[src/rtl/traffic_sensor_conditioner_if.sv]
// Sensor inputs, counter clear and conditioned traffic outputs of the sensor conditioner.
// The master side drives raw sensors and clr_cnt; the slave side produces TA/TB, pulses and counts.
interface traffic_sensor_conditioner_if #(
  parameter int CNT_W = 8
);
  logic             sensor_a_raw;
  logic             sensor_b_raw;
  logic             clr_cnt;
  logic             TA;
  logic             TB;
  logic             arrive_a;
  logic             arrive_b;
  logic [CNT_W-1:0] count_a;
  logic [CNT_W-1:0] count_b;

  modport master (
    output sensor_a_raw, sensor_b_raw, clr_cnt,
    input  TA, TB, arrive_a, arrive_b, count_a, count_b
  );

  modport slave (
    input  sensor_a_raw, sensor_b_raw, clr_cnt,
    output TA, TB, arrive_a, arrive_b, count_a, count_b
  );
endinterface

[src/rtl/traffic_sensor_conditioner.sv]
// Synchronizes, debounces and hold-stretches two loop detectors into clean TA/TB, with arrival pulses/counts.
// Raw edge before clk edge k shows on TA/arrive at edge k+1+DEBOUNCE_CYCLES; TA stays HOLD_CYCLES after the debounced fall.
module traffic_sensor_conditioner #(
  parameter int DEBOUNCE_CYCLES = 4,
  parameter int HOLD_CYCLES     = 8,
  parameter int CNT_W           = 8
) (
  input  logic                          clk,
  input  logic                          rst,
  traffic_sensor_conditioner_if.slave   bus
);
  localparam int DW = $clog2(DEBOUNCE_CYCLES + 1);
  localparam int HW = $clog2(HOLD_CYCLES + 1);
  localparam logic [DW-1:0]    DEB_LAST  = DW'(DEBOUNCE_CYCLES);
  localparam logic [HW-1:0]    HOLD_LOAD = HW'(HOLD_CYCLES - 1);
  localparam logic [CNT_W-1:0] CNT_MAX   = '1;

  typedef enum logic [1:0] {IDLE, OCCUPIED, HOLD} state_t;

  logic [1:0] raw;
  logic [1:0] present;
  logic [1:0] arrive;
  logic [1:0][CNT_W-1:0] count;

  assign raw         = {bus.sensor_b_raw, bus.sensor_a_raw};
  assign bus.TA       = present[0];
  assign bus.TB       = present[1];
  assign bus.arrive_a = arrive[0];
  assign bus.arrive_b = arrive[1];
  assign bus.count_a  = count[0];
  assign bus.count_b  = count[1];

  for (genvar c = 0; c < 2; c++) begin : g_ch
    logic          sync1, sync2, level;
    logic          flip, rise, fall;
    logic [DW-1:0] deb_cnt, deb_cnt_inc;
    state_t        state, state_nxt;
    logic [HW-1:0] timer, timer_nxt;
    logic          arrive_nxt, arrive_q;
    logic [CNT_W-1:0] cnt;

    // The FSM reacts to the edge on which the level flips, not one cycle later.
    assign deb_cnt_inc = deb_cnt + 1'b1;
    assign flip        = (sync2 != level) && (deb_cnt_inc == DEB_LAST);
    assign rise        = flip && !level;
    assign fall        = flip && level;

    always_ff @(posedge clk or posedge rst) begin
      if (rst) begin
        sync1   <= 1'b0;
        sync2   <= 1'b0;
        level   <= 1'b0;
        deb_cnt <= '0;
      end else begin
        sync1 <= raw[c];
        sync2 <= sync1;
        if (flip) begin
          level   <= !level;
          deb_cnt <= '0;
        end else if (sync2 != level) begin
          deb_cnt <= deb_cnt_inc;
        end else begin
          deb_cnt <= '0;
        end
      end
    end

    always_ff @(posedge clk or posedge rst) begin
      if (rst) begin
        state    <= IDLE;
        timer    <= '0;
        arrive_q <= 1'b0;
      end else begin
        state    <= state_nxt;
        timer    <= timer_nxt;
        arrive_q <= arrive_nxt;
      end
    end

    always_comb begin
      state_nxt  = state;
      timer_nxt  = timer;
      arrive_nxt = 1'b0;
      case (state)
        IDLE: begin
          if (rise) begin
            state_nxt  = OCCUPIED;
            arrive_nxt = 1'b1;
          end
        end
        OCCUPIED: begin
          if (fall) begin
            state_nxt = HOLD;
            timer_nxt = HOLD_LOAD;
          end
        end
        HOLD: begin
          // A new vehicle wins over hold expiry, even on the last hold cycle.
          if (rise) begin
            state_nxt  = OCCUPIED;
            arrive_nxt = 1'b1;
          end else if (timer == '0) begin
            state_nxt = IDLE;
          end else begin
            timer_nxt = timer - 1'b1;
          end
        end
        default: state_nxt = IDLE;
      endcase
    end

    always_ff @(posedge clk or posedge rst) begin
      if (rst) begin
        cnt <= '0;
      end else if (arrive_nxt) begin
        cnt <= bus.clr_cnt ? CNT_W'(1) : ((cnt == CNT_MAX) ? cnt : cnt + 1'b1);
      end else if (bus.clr_cnt) begin
        cnt <= '0;
      end
    end

    assign present[c] = (state != IDLE);
    assign arrive[c]  = arrive_q;
    assign count[c]   = cnt;
  end
endmodule

[src/flat_wrapper.sv]
// flat-port wrapper written by rule: the top's interface ports become plain ports
module traffic_sensor_conditioner_flat 
#(
  parameter int DEBOUNCE_CYCLES = 4,
  parameter int HOLD_CYCLES     = 8,
  parameter int CNT_W           = 8
)
  (clk, rst, bus_sensor_a_raw, bus_sensor_b_raw, bus_clr_cnt, bus_TA, bus_TB, bus_arrive_a, bus_arrive_b, bus_count_a, bus_count_b);
  traffic_sensor_conditioner_if #(.CNT_W(CNT_W)) bus_i ();
  input  logic clk;
  input  logic rst;
  input wire logic [$bits(bus_i.sensor_a_raw)-1:0] bus_sensor_a_raw;
  input wire logic [$bits(bus_i.sensor_b_raw)-1:0] bus_sensor_b_raw;
  input wire logic [$bits(bus_i.clr_cnt)-1:0] bus_clr_cnt;
  output wire logic [$bits(bus_i.TA)-1:0] bus_TA;
  output wire logic [$bits(bus_i.TB)-1:0] bus_TB;
  output wire logic [$bits(bus_i.arrive_a)-1:0] bus_arrive_a;
  output wire logic [$bits(bus_i.arrive_b)-1:0] bus_arrive_b;
  output wire logic [$bits(bus_i.count_a)-1:0] bus_count_a;
  output wire logic [$bits(bus_i.count_b)-1:0] bus_count_b;
  assign bus_i.sensor_a_raw = bus_sensor_a_raw;
  assign bus_i.sensor_b_raw = bus_sensor_b_raw;
  assign bus_i.clr_cnt = bus_clr_cnt;
  assign bus_TA = bus_i.TA;
  assign bus_TB = bus_i.TB;
  assign bus_arrive_a = bus_i.arrive_a;
  assign bus_arrive_b = bus_i.arrive_b;
  assign bus_count_a = bus_i.count_a;
  assign bus_count_b = bus_i.count_b;
  traffic_sensor_conditioner #(.DEBOUNCE_CYCLES(DEBOUNCE_CYCLES), .HOLD_CYCLES(HOLD_CYCLES), .CNT_W(CNT_W)) u_core (.clk(clk), .rst(rst), .bus(bus_i));
endmodule
[config.mk]
export PLATFORM = sky130hd
export DESIGN_NAME = traffic_sensor_conditioner_flat
export DESIGN_NICKNAME = d
export VERILOG_FILES = /design/src/rtl/traffic_sensor_conditioner_if.sv /design/src/rtl/traffic_sensor_conditioner.sv /design/src/flat_wrapper.sv
export SDC_FILE = /design/constraint.sdc
export NUM_CORES = 1
export LEC_CHECK = 0
export CAP_MARGIN = 40
export CORE_UTILIZATION = 25
export DETAILED_ROUTE_END_ITERATION = 8
export MAX_ROUTING_LAYER = met4
export PLACE_DENSITY = 0.53
export SYNTH_ARGS = -nofsm -noshare
export SYNTH_HDL_FRONTEND = slang
export SYNTH_SLANG_ARGS = --single-unit
[constraint.sdc]
create_clock -name clk -period 2.24 [get_ports clk]
set_input_delay 0.336 -clock clk [delete_from_list [all_inputs] [get_ports clk]]
set_output_delay 0.336 -clock clk [all_outputs]
set_load 0.05 [all_outputs]
==> impl_metrics.yaml, run 1 <==
sta:
  achievable-frequency_ghz: 0.4835
  post-route-min-period_ps: 2068
  setup_viol: 0
  fin_crit_share: 0.9234
  slew_at_the_pin_closest_to_its_max_slew_limit_ps: 553.0
  rsz0062_at_grt: "false"
  worst_clock_skew_ps: 7.729
  hold_violations: 0
  finalSetupTns_ps: 0
  slew_headroom: 0.6302
  timing.final.max_slew_violations: 0
setup_path:
  critPathArrivalTime_ps: 1730
  worstSetupStartpointType: "flip-flop"
  critPathCaptureType: "output pin"
  setup.worst_path.class: "reg2out"
  required_ps: 1900
  critical_path_peak_fanout: 5
synth:
  synth-warning-count: 0
  synth_largest_area_cell: "dfrtp_1"
  post_synth_inst_count: 191
  synthesis.nets: 204
  ys_seq_elements: 42
  postSynth.topFlopCell: "dfrtp_1"
  syn-cell-area_um2: 2054
  synthArstFlopShare: 1.000
  synth_cell_type_count: 48
  synth_enable_flop_cells: 0
  netlist_top_cells_area: "dfrtp_1, ha_1, a21oi_1"
  synth.top_cells.by_count: "dfrtp_1, inv_1, nor2_1, a21oi_1, nand2_1"
  yosysMostFrequentCell: "dfrtp_1"
  syn_area_per_cell_um2: 10.76
  netlist.area_leader.share: 0.5116
  synth.yosys.seq_area_share: 0.5116
pwr:
  switchingPower_mw: 0.5492
  portion_of_total_power_attributed_to_the_clock_network: 0.259
  switching_share: 0.3040
  total_leakage_power_nw: 1.096
  ir_drop_v: 0.0004118
  power_density_nw_per_um2: 722.1
  power.internal_mw: 1.257
  combinationalPowerShare: 0.204
  power_frac_seq: 0.537
global_routing:
  grt_max_degree: 43
  grt.total_usage: 0.1006
  grt_pass1_vias: 1421
  antenna_found_initial: 0
  globalRoute.totalOverflow: 0
  grt_first_pass_wirelength_um: 6686
layout:
  fillerInstances: 855
  nets: 235
  diodes: 0
  area_added_between_synthesis_and_finish_pct: 21.74
  layoutNonFillerInstCount: 324
  drive_gt1_frac: 0.1081
  final_util: 0.3187
detailed_routing:
  route.detailed.vias_per_inst: 4.633
  detail_route.drc_violations: 0
  routed_wirelength_um: 3882
  detailedRoute.firstPassIterationCount: 4
  post_drt_wl_per_cell_um: 11.98
  drtAntennaViolNets: 0
  num_vias: 1501
  initial_drt_markers: 60
cts:
  h-tree-depth: 2
  post_cts.repair.setup_buffers: 0
  clock_sinks: 42
  cts_hold_buffers: 0
  cts_tree: "built"
  ctsLongestPathBuffers: 2
  ctsResizeCount: 0
  cts-buffers-inserted: 5
  clk-insertion-delay-late_ps: 290
  worst_setup_hold_path_clk_slew_ps: 80
  cts_root_buf: "clkbuf_8"
floorplanning:
  dieWidth_um: 92.65
  die_height_um: 92.65
  initial_core_utilization: 0.2618
  core_region_area_um2: 7848
  design.portCount: 25
  fp-row-count: 32
  die-area_um2: 8584
placed_design:
  gp_congestion: 0.8030
  place_inst: 317
  detailed_place_hpwl_um: 2711
  placement.io_buffers: 24
flow_run:
  max-cap-violations: 0
status:
  run_status: "completed"
min_path:
  worst_hold_path_type: "reg2reg"
==> layer usage <==
layer / up-vias / part of all wire / global-route usage
met5: - / 0 / -
met4: 0 / 0.014 / 0.03974
met3: 5 / 0.027 / 0.01888
met2: 20 / 0.46 / 0.1500
met1: 723 / 0.50 / 0.1350
li1: 753 / - / -
==> registers in the layout, summed over array words and instances, names as in the netlist <==
| name | flops |
|---|---|
| u_core.bus.arrive_a | 1 |
| u_core.g_ch.deb_cnt | 6 |
| u_core.bus.arrive_b | 1 |
| u_core.g_ch.level | 2 |
| u_core.g_ch.sync1 | 2 |
| u_core.bus.count_a | 8 |
| u_core.bus.count_b | 8 |
| u_core.g_ch.state | 4 |
| u_core.g_ch.sync2 | 2 |
| u_core.g_ch.timer | 8 |
==> critical path: stages, from the launching register on <==
cell and delay, ps:
dfrtp_1 430, or2_2 310, clkdlybuf4s50_1 700
==> cells in the final DEF, fill, tap and decap left out, types with 4 or more instances in the layout <==
| master | count |
|---|---|
| ha_1 | 8 |
| or4_1 | 4 |
| o21ai_0 | 5 |
| a21oi_1 | 10 |
| nand3_1 | 7 |
| o31ai_1 | 4 |
| nor2b_1 | 6 |
| xor2_1 | 4 |
| inv_1 | 12 |
| dfrtp_1 | 42 |
| clkbuf_8 | 5 |
| buf_4 | 5 |
| nor2_1 | 11 |
| nand4_1 | 4 |
| nor3_1 | 6 |
| a31oi_1 | 4 |
| clkdlybuf4s50_1 | 24 |
| o211ai_1 | 4 |
| nand2_1 | 9 |
==> cells by family (layout without fill, tap and decap cells) <==
kind of cell	Yosys count	in the layout	share of synthesized area
AO/OA/AOI/OAI	41	41	0.1431
XOR/XNOR	6	6	0.02558
buffers and inverters	17	48	0.04019
adder cells (fa/ha/maj)	8	8	0.04872
multiplexers	6	6	0.03106
AND/OR/NAND/NOR	71	71	0.1998
flip-flops	42	42	0.5116
==> power by group through the flow <==
stage                     combinational [mW]  clock (mW)  sequential, mW
final                                  0.368       0.468           0.970
after global routing                   0.429       0.522           0.992
after CTS                              0.374       0.496           0.970
after detailed placement               0.374           0           0.985
after global placement                 0.371           0           0.982
after floorplan                        0.327           0           0.949
==> worst paths after layout <==
kind	cells after the start	endpoint	from	slack, ps
min in group asynchronous	3	u_core.g_ch[0].deb_cnt[0]	rst	470
max in group asynchronous	3	u_core.g_ch[1].deb_cnt[0]	rst	1390
min reg2reg	0	u_core.g_ch[1].sync2	u_core.g_ch[1].sync1	350
min	0	u_core.g_ch[1].sync2	u_core.g_ch[1].sync1	350
max reg2reg	6	u_core.bus.count_b[7]	u_core.g_ch[1].deb_cnt[0]	190
max	2	bus_TA	u_core.g_ch[0].state[1]	170
==> final cells by class <==
cell class	instances	area (um^2)	share of cell area
Multi-Input combinational cell	132	920.9	0.3682
Timing Repair Buffer	29	277.8	0.1111
Sequential cell	42	1051	0.4202
Clock inverter	2	10.01	0.004002
Inverter	12	45.04	0.01801
Clock buffer	5	68.82	0.02751
Tap cell	102	127.6	0.05103
==> per-stage QoR <==
stage	hold WS [ps]	area (um^2)	setup slack [ps]	power (mW)
after global routing	364.4	2501	55.67	1.943
after floorplan	331.2	2054	349.8	1.276
final	353.3	2501	171.6	1.806
after CTS	356.3	2501	150.9	1.840
after detailed placement	338.1	2422	186.3	1.359
after global placement	333.9	2422	266.1	1.353
Power figures use the tool's default switching activity.
==> run 2, diff against run 1 <==
==> constraint.sdc (replaced) <==
create_clock -name clk -period 2.24 [get_ports clk]
set_input_delay 0.448 -clock clk [delete_from_list [all_inputs] [get_ports clk]]
set_output_delay 0.448 -clock clk [all_outputs]
set_load 0.05 [all_outputs]
==> run 2 against run 1 <==
  * Die area unchanged
  * Maximum frequency decreased by 5.0%
  * First-iteration DRC count unchanged
  * Count of clock-buffer cells in the layout stayed put
  * Core utilization about the same
  * Critical endpoint is now bus_TB
  * Largest cell class unchanged
  * Highest routed layer unchanged
==> impl_metrics.yaml, run 2 (synthesis gave the netlist of run 1 again) <==
cts:
  h-tree-depth: 2
  post_cts.repair.setup_buffers: 0
  cts_root_buf: "clkbuf_8"
  worst_setup_hold_path_clk_slew_ps: 70
  cts_tree: "built"
  cts-buffers-inserted: 5
  cts_hold_buffers: 0
  ctsLongestPathBuffers: 2
  clock_sinks: 42
  clk-insertion-delay-late_ps: 290
pwr:
  power.total_mw: 1.806
  switching_share: 0.3041
  combinationalPowerShare: 0.204
  power.internal_mw: 1.257
  total_leakage_power_nw: 1.096
  portion_of_total_power_attributed_to_the_clock_network: 0.259
  power_density_nw_per_um2: 721.2
  switchingPower_mw: 0.5491
  ir_drop_v: 0.0004118
  power_frac_seq: 0.537
sta:
  post-route-min-period_ps: 2178
  finalSetupTns_ps: 0
  setup_viol: 0
  worst_clock_skew_ps: 7.729
  hold_violations: 0
  timing.final.max_slew_violations: 0
  rsz0062_at_grt: "false"
  slew_at_the_pin_closest_to_its_max_slew_limit_ps: 553.0
  achievable-frequency_ghz: 0.4591
  slew_headroom: 0.6302
  fin_crit_share: 0.9723
global_routing:
  grt_first_pass_wirelength_um: 6686
  grt_max_degree: 43
  grt.total_usage: 0.1006
  globalRoute.totalOverflow: 0
  antenna_found_initial: 0
  grt_pass1_vias: 1421
flow_run:
  max-cap-violations: 0
layout:
  most-common-layout-cells: "dfrtp_1, clkdlybuf4s50_1, inv_1"
  diodes: 0
  nets: 235
  most_common_cell_after_layout_fill_and_taps_aside: "dfrtp_1"
  area_added_between_synthesis_and_finish_pct: 21.86
  fillerInstances: 855
  sequential_cell_area_um2: 1051
  multiInputGateArea_um2: 920.9
  drive_gt1_frac: 0.1081
placed_design:
  gp_congestion: 0.8030
  placement.io_buffers: 24
  detailed_place_hpwl_um: 2711
floorplanning:
  initial_core_utilization: 0.2618
  die-area_um2: 8584
  fp-row-count: 32
  die_height_um: 92.65
  design.portCount: 25
  dieWidth_um: 92.65
  core_region_area_um2: 7848
detailed_routing:
  detailedRoute.firstPassIterationCount: 4
  routed_wirelength_um: 3884
  num_vias: 1501
  drtAntennaViolNets: 0
  detail_route.drc_violations: 0
  initial_drt_markers: 60
  route.detailed.vias_per_inst: 4.633
  post_drt_wl_per_cell_um: 11.99
setup_path:
  critPathArrivalTime_ps: 1730
  critical_path.reg2reg.startpoint: "u_core.g_ch[1].deb_cnt[0]"
  setup.worst_path.start: "u_core.g_ch[1].state[0]"
  critPathCaptureType: "output pin"
  worstSetupStartpointType: "flip-flop"
  required_ps: 1790
  setup.worst_path.class: "reg2out"
  critical_path_peak_fanout: 7
min_path:
  hold_start: "u_core.g_ch[1].sync1"
  worst_hold_path_type: "reg2reg"
status:
  run_status: "completed"
run 2: through the flow:
stage / instances / hold WS, ps / instance area (um^2) / setup WS, ps / util
after CTS: 324 / 356.3 / 2501 / 38.88 / 0.3187
after global routing: 324 / 364.4 / 2504 / 20.36 / 0.3190
after global placement: 317 / 333.9 / 2422 / 266.1 / 0.3087
after floorplan: 191 / 331.2 / 2054 / 349.8 / -
after detailed placement: 317 / 338.1 / 2422 / 186.3 / 0.3087
final: 324 / 353.3 / 2504 / 61.99 / 0.3190
run 2: worst paths after layout:
check	endpoint	slack, ps	depth (start not counted)
hold / removal	u_core.g_ch[1].sync2	350	0
hold reg to reg	u_core.g_ch[1].sync2	350	0
min in group asynchronous	u_core.g_ch[0].deb_cnt[0]	590	3
setup / recovery	bus_TB	60	2
setup reg to reg	u_core.bus.count_b[7]	190	6
max in group asynchronous	u_core.g_ch[1].deb_cnt[0]	1280	3
run 2: power by group through the flow:
stage                     combinational (mW)  sequential [mW]  clock, mW
after floorplan                        0.327            0.949          0
after global placement                 0.371            0.982          0
after detailed placement               0.374            0.985          0
after CTS                              0.374            0.970      0.496
after global routing                   0.428            0.992      0.522
final                                  0.367            0.970      0.468
run 2: layer usage:
metal / vias to the layer above / global-route usage / share of wire
met5: - / - / 0
met4: 0 / 0.03974 / 0.014
met3: 5 / 0.01888 / 0.027
met2: 20 / 0.1500 / 0.46
met1: 723 / 0.1350 / 0.50
li1: 753 / - / -
run 2: area by class of cell:
type / instances / area share
repair buffers: 29 / 0.1119
flip-flops and latches: 42 / 0.4198
clock inverters: 2 / 0.003998
clock buffers: 5 / 0.02749
multi-input cells: 132 / 0.3678
well taps: 102 / 0.05097
inverters: 12 / 0.01799
run 2: critical path, stage by stage (launching register included):
cell and delay [ps]:
dfrtp_1 450, or2_2 290, clkdlybuf4s50_1 700
run 2: timing repair:
| item | CTS | global route |
|---|---|---|
| endpoints found under the setup margin | 0 | 1 |
| hold endpoints to repair | 0 | 0 |
| gates resized for setup | 0 | 1 |
==> run 3, diff against run 2 <==
CORE_UTILIZATION = 55   (was 25)
PLACE_DENSITY = 0.9   (was 0.53)
==> run 3 against run 2 <==
  * First-iteration DRC count is 80% higher
  * Sequential power hardly changed
  * Via count is 1.9% higher
  * Total power is 14% higher
  * Die area is 54% lower
  * Cell area is 1.1% lower
  * Worst setup slack better by 14 ps
  * Non-clock buffer count is 3 lower
  * Critical path depth stayed put
  * Clock skew is 0.92 ps lower
  * Sequential share of layout area is 0.49 points higher
  * Critical path type unchanged
  * Critical endpoint is now bus_TA
==> impl_metrics.yaml, run 3 (synthesis gave the netlist of run 1 again) <==
layout:
  area_added_between_synthesis_and_finish_pct: 20.46
  most-common-layout-cells: "dfrtp_1, clkdlybuf4s50_1, inv_1"
  most_common_cell_after_layout_fill_and_taps_aside: "dfrtp_1"
  diodes: 0
  nets: 232
  drive_gt1_frac: 0.1091
  final_util: 0.7136
  design_area_um2: 2475
placed_design:
  placement.io_buffers: 24
  detailed_place_hpwl_um: 2514
  dp_slack_ps: 166.0
  area_of_placed_instances_um2: 2330
  gp_congestion: 0.8215
global_routing:
  globalRoute.totalOverflow: 0
  grt_pass1_vias: 1456
  grt.total_usage: 0.2210
  antenna_found_initial: 0
  grt_first_pass_wirelength_um: 6520
  grt_max_degree: 43
cts:
  cts_hold_buffers: 0
  h-tree-depth: 2
  ctsResizeCount: 0
  cts_root_buf: "clkbuf_8"
  ctsLongestPathBuffers: 2
  cts-buffers-inserted: 5
  worst_setup_hold_path_clk_slew_ps: 80
  cts_tree: "built"
  clk-insertion-delay-late_ps: 300
  clock_sinks: 42
  post_cts.repair.setup_buffers: 0
floorplanning:
  design.portCount: 25
  core_region_area_um2: 3468
  fp-row-count: 21
  dieWidth_um: 63.12
  die_height_um: 63.12
  die-area_um2: 3984
  initial_core_utilization: 0.5924
setup_path:
  regToRegSetupSlack_ps: 180
  reg2regPathDepth: 6
  critPathArrivalTime_ps: 1720
  worstSetupStartpointType: "flip-flop"
  critPathCaptureType: "output pin"
  required_ps: 1790
  critical_path_peak_fanout: 5
  setup.worst_path.class: "reg2out"
  rr_endpoint: "u_core.bus.count_b[5]"
  critical_path.reg2reg.startpoint: "u_core.g_ch[1].deb_cnt[0]"
detailed_routing:
  post_drt_wl_per_cell_um: 14.00
  num_vias: 1529
  route.detailed.vias_per_inst: 5.748
  detailedRoute.firstPassIterationCount: 4
  routed_wirelength_um: 3725
  initial_drt_markers: 108
  drtAntennaViolNets: 0
  detail_route.drc_violations: 0
sta:
  setup_viol: 0
  worst_clock_skew_ps: 6.810
  timing.final.max_slew_violations: 0
  rsz0062_at_grt: "false"
  slew_headroom: 0.6507
  achievable-frequency_ghz: 0.4621
  fin_hold_ws_ps: 351.3
  post-route-min-period_ps: 2164
  hold_violations: 0
  slew_at_the_pin_closest_to_its_max_slew_limit_ps: 522.3
  finalSetupTns_ps: 0
  final.setup.worst_slack_ps: 76.03
  fin_crit_share: 0.9661
flow_run:
  max-cap-violations: 0
pwr:
  power_density_nw_per_um2: 835.4
  ir_drop_v: 0.0004464
  total_leakage_power_nw: 1.104
min_path:
  worst_hold_path_type: "reg2reg"
  whs_path_depth: 0
  whs_endpoint: "u_core.g_ch[0].sync2"
  hold_start: "u_core.g_ch[0].sync1"
status:
  run_status: "completed"
-- run 3: cell types whose count changed in the layout (fill, tap and decap cells not counted), sizes merged --
cell	delta
buf	-3
clkinv	-1
bufinv	+2
-- run 3: report_power, final --
group          internal [mW]  switching (mW)
registers              0.867           0.103
logic                  0.180           0.197
clock network          0.447           0.273
-- run 3: routing by layer --
layer,share of wire,routed length [um],global-route usage
met1,0.46,1715,0.2659
met2,0.49,1820,0.3535
met3,0.034,128,0.05616
met4,0.016,59,0.09012
met5,0,0,-
-- run 3: worst max path at each step --
stage,endpoint,start,depth (start not counted)
floorplan,u_core.g_ch[1].timer[1],u_core.g_ch[1].deb_cnt[0],6
global placement,u_core.bus.count_b[5],u_core.g_ch[1].deb_cnt[0],6
detailed placement,u_core.bus.count_b[7],u_core.g_ch[1].deb_cnt[0],6
CTS,bus_TB,u_core.g_ch[1].state[1],2
global route,bus_TA,u_core.g_ch[0].state[1],2
finish,bus_TA,u_core.g_ch[0].state[1],2
-- run 3: area by class of cell --
cell class,instances,area (um^2)
Timing Repair Buffer,26,257.7
Inverter,12,45.04
Sequential cell,42,1051
Clock buffer,5,68.82
Clock inverter,3,68.82
Tap cell,46,57.56
Fill cell,267,993.5
Multi-Input combinational cell,132,925.9
-- run 3: critical path, stage by stage, from the launching register on --
cell and delay (ps):
dfrtp_1 420, or2_2 300, clkdlybuf4s50_1 700
-- run 3: per-stage QoR --
stage                     instances  power, mW
after floorplan                 191      1.276
final                           266      2.067
after global routing            266      2.193
after global placement          258      1.334
after CTS                       266      2.078
after detailed placement        258      1.364
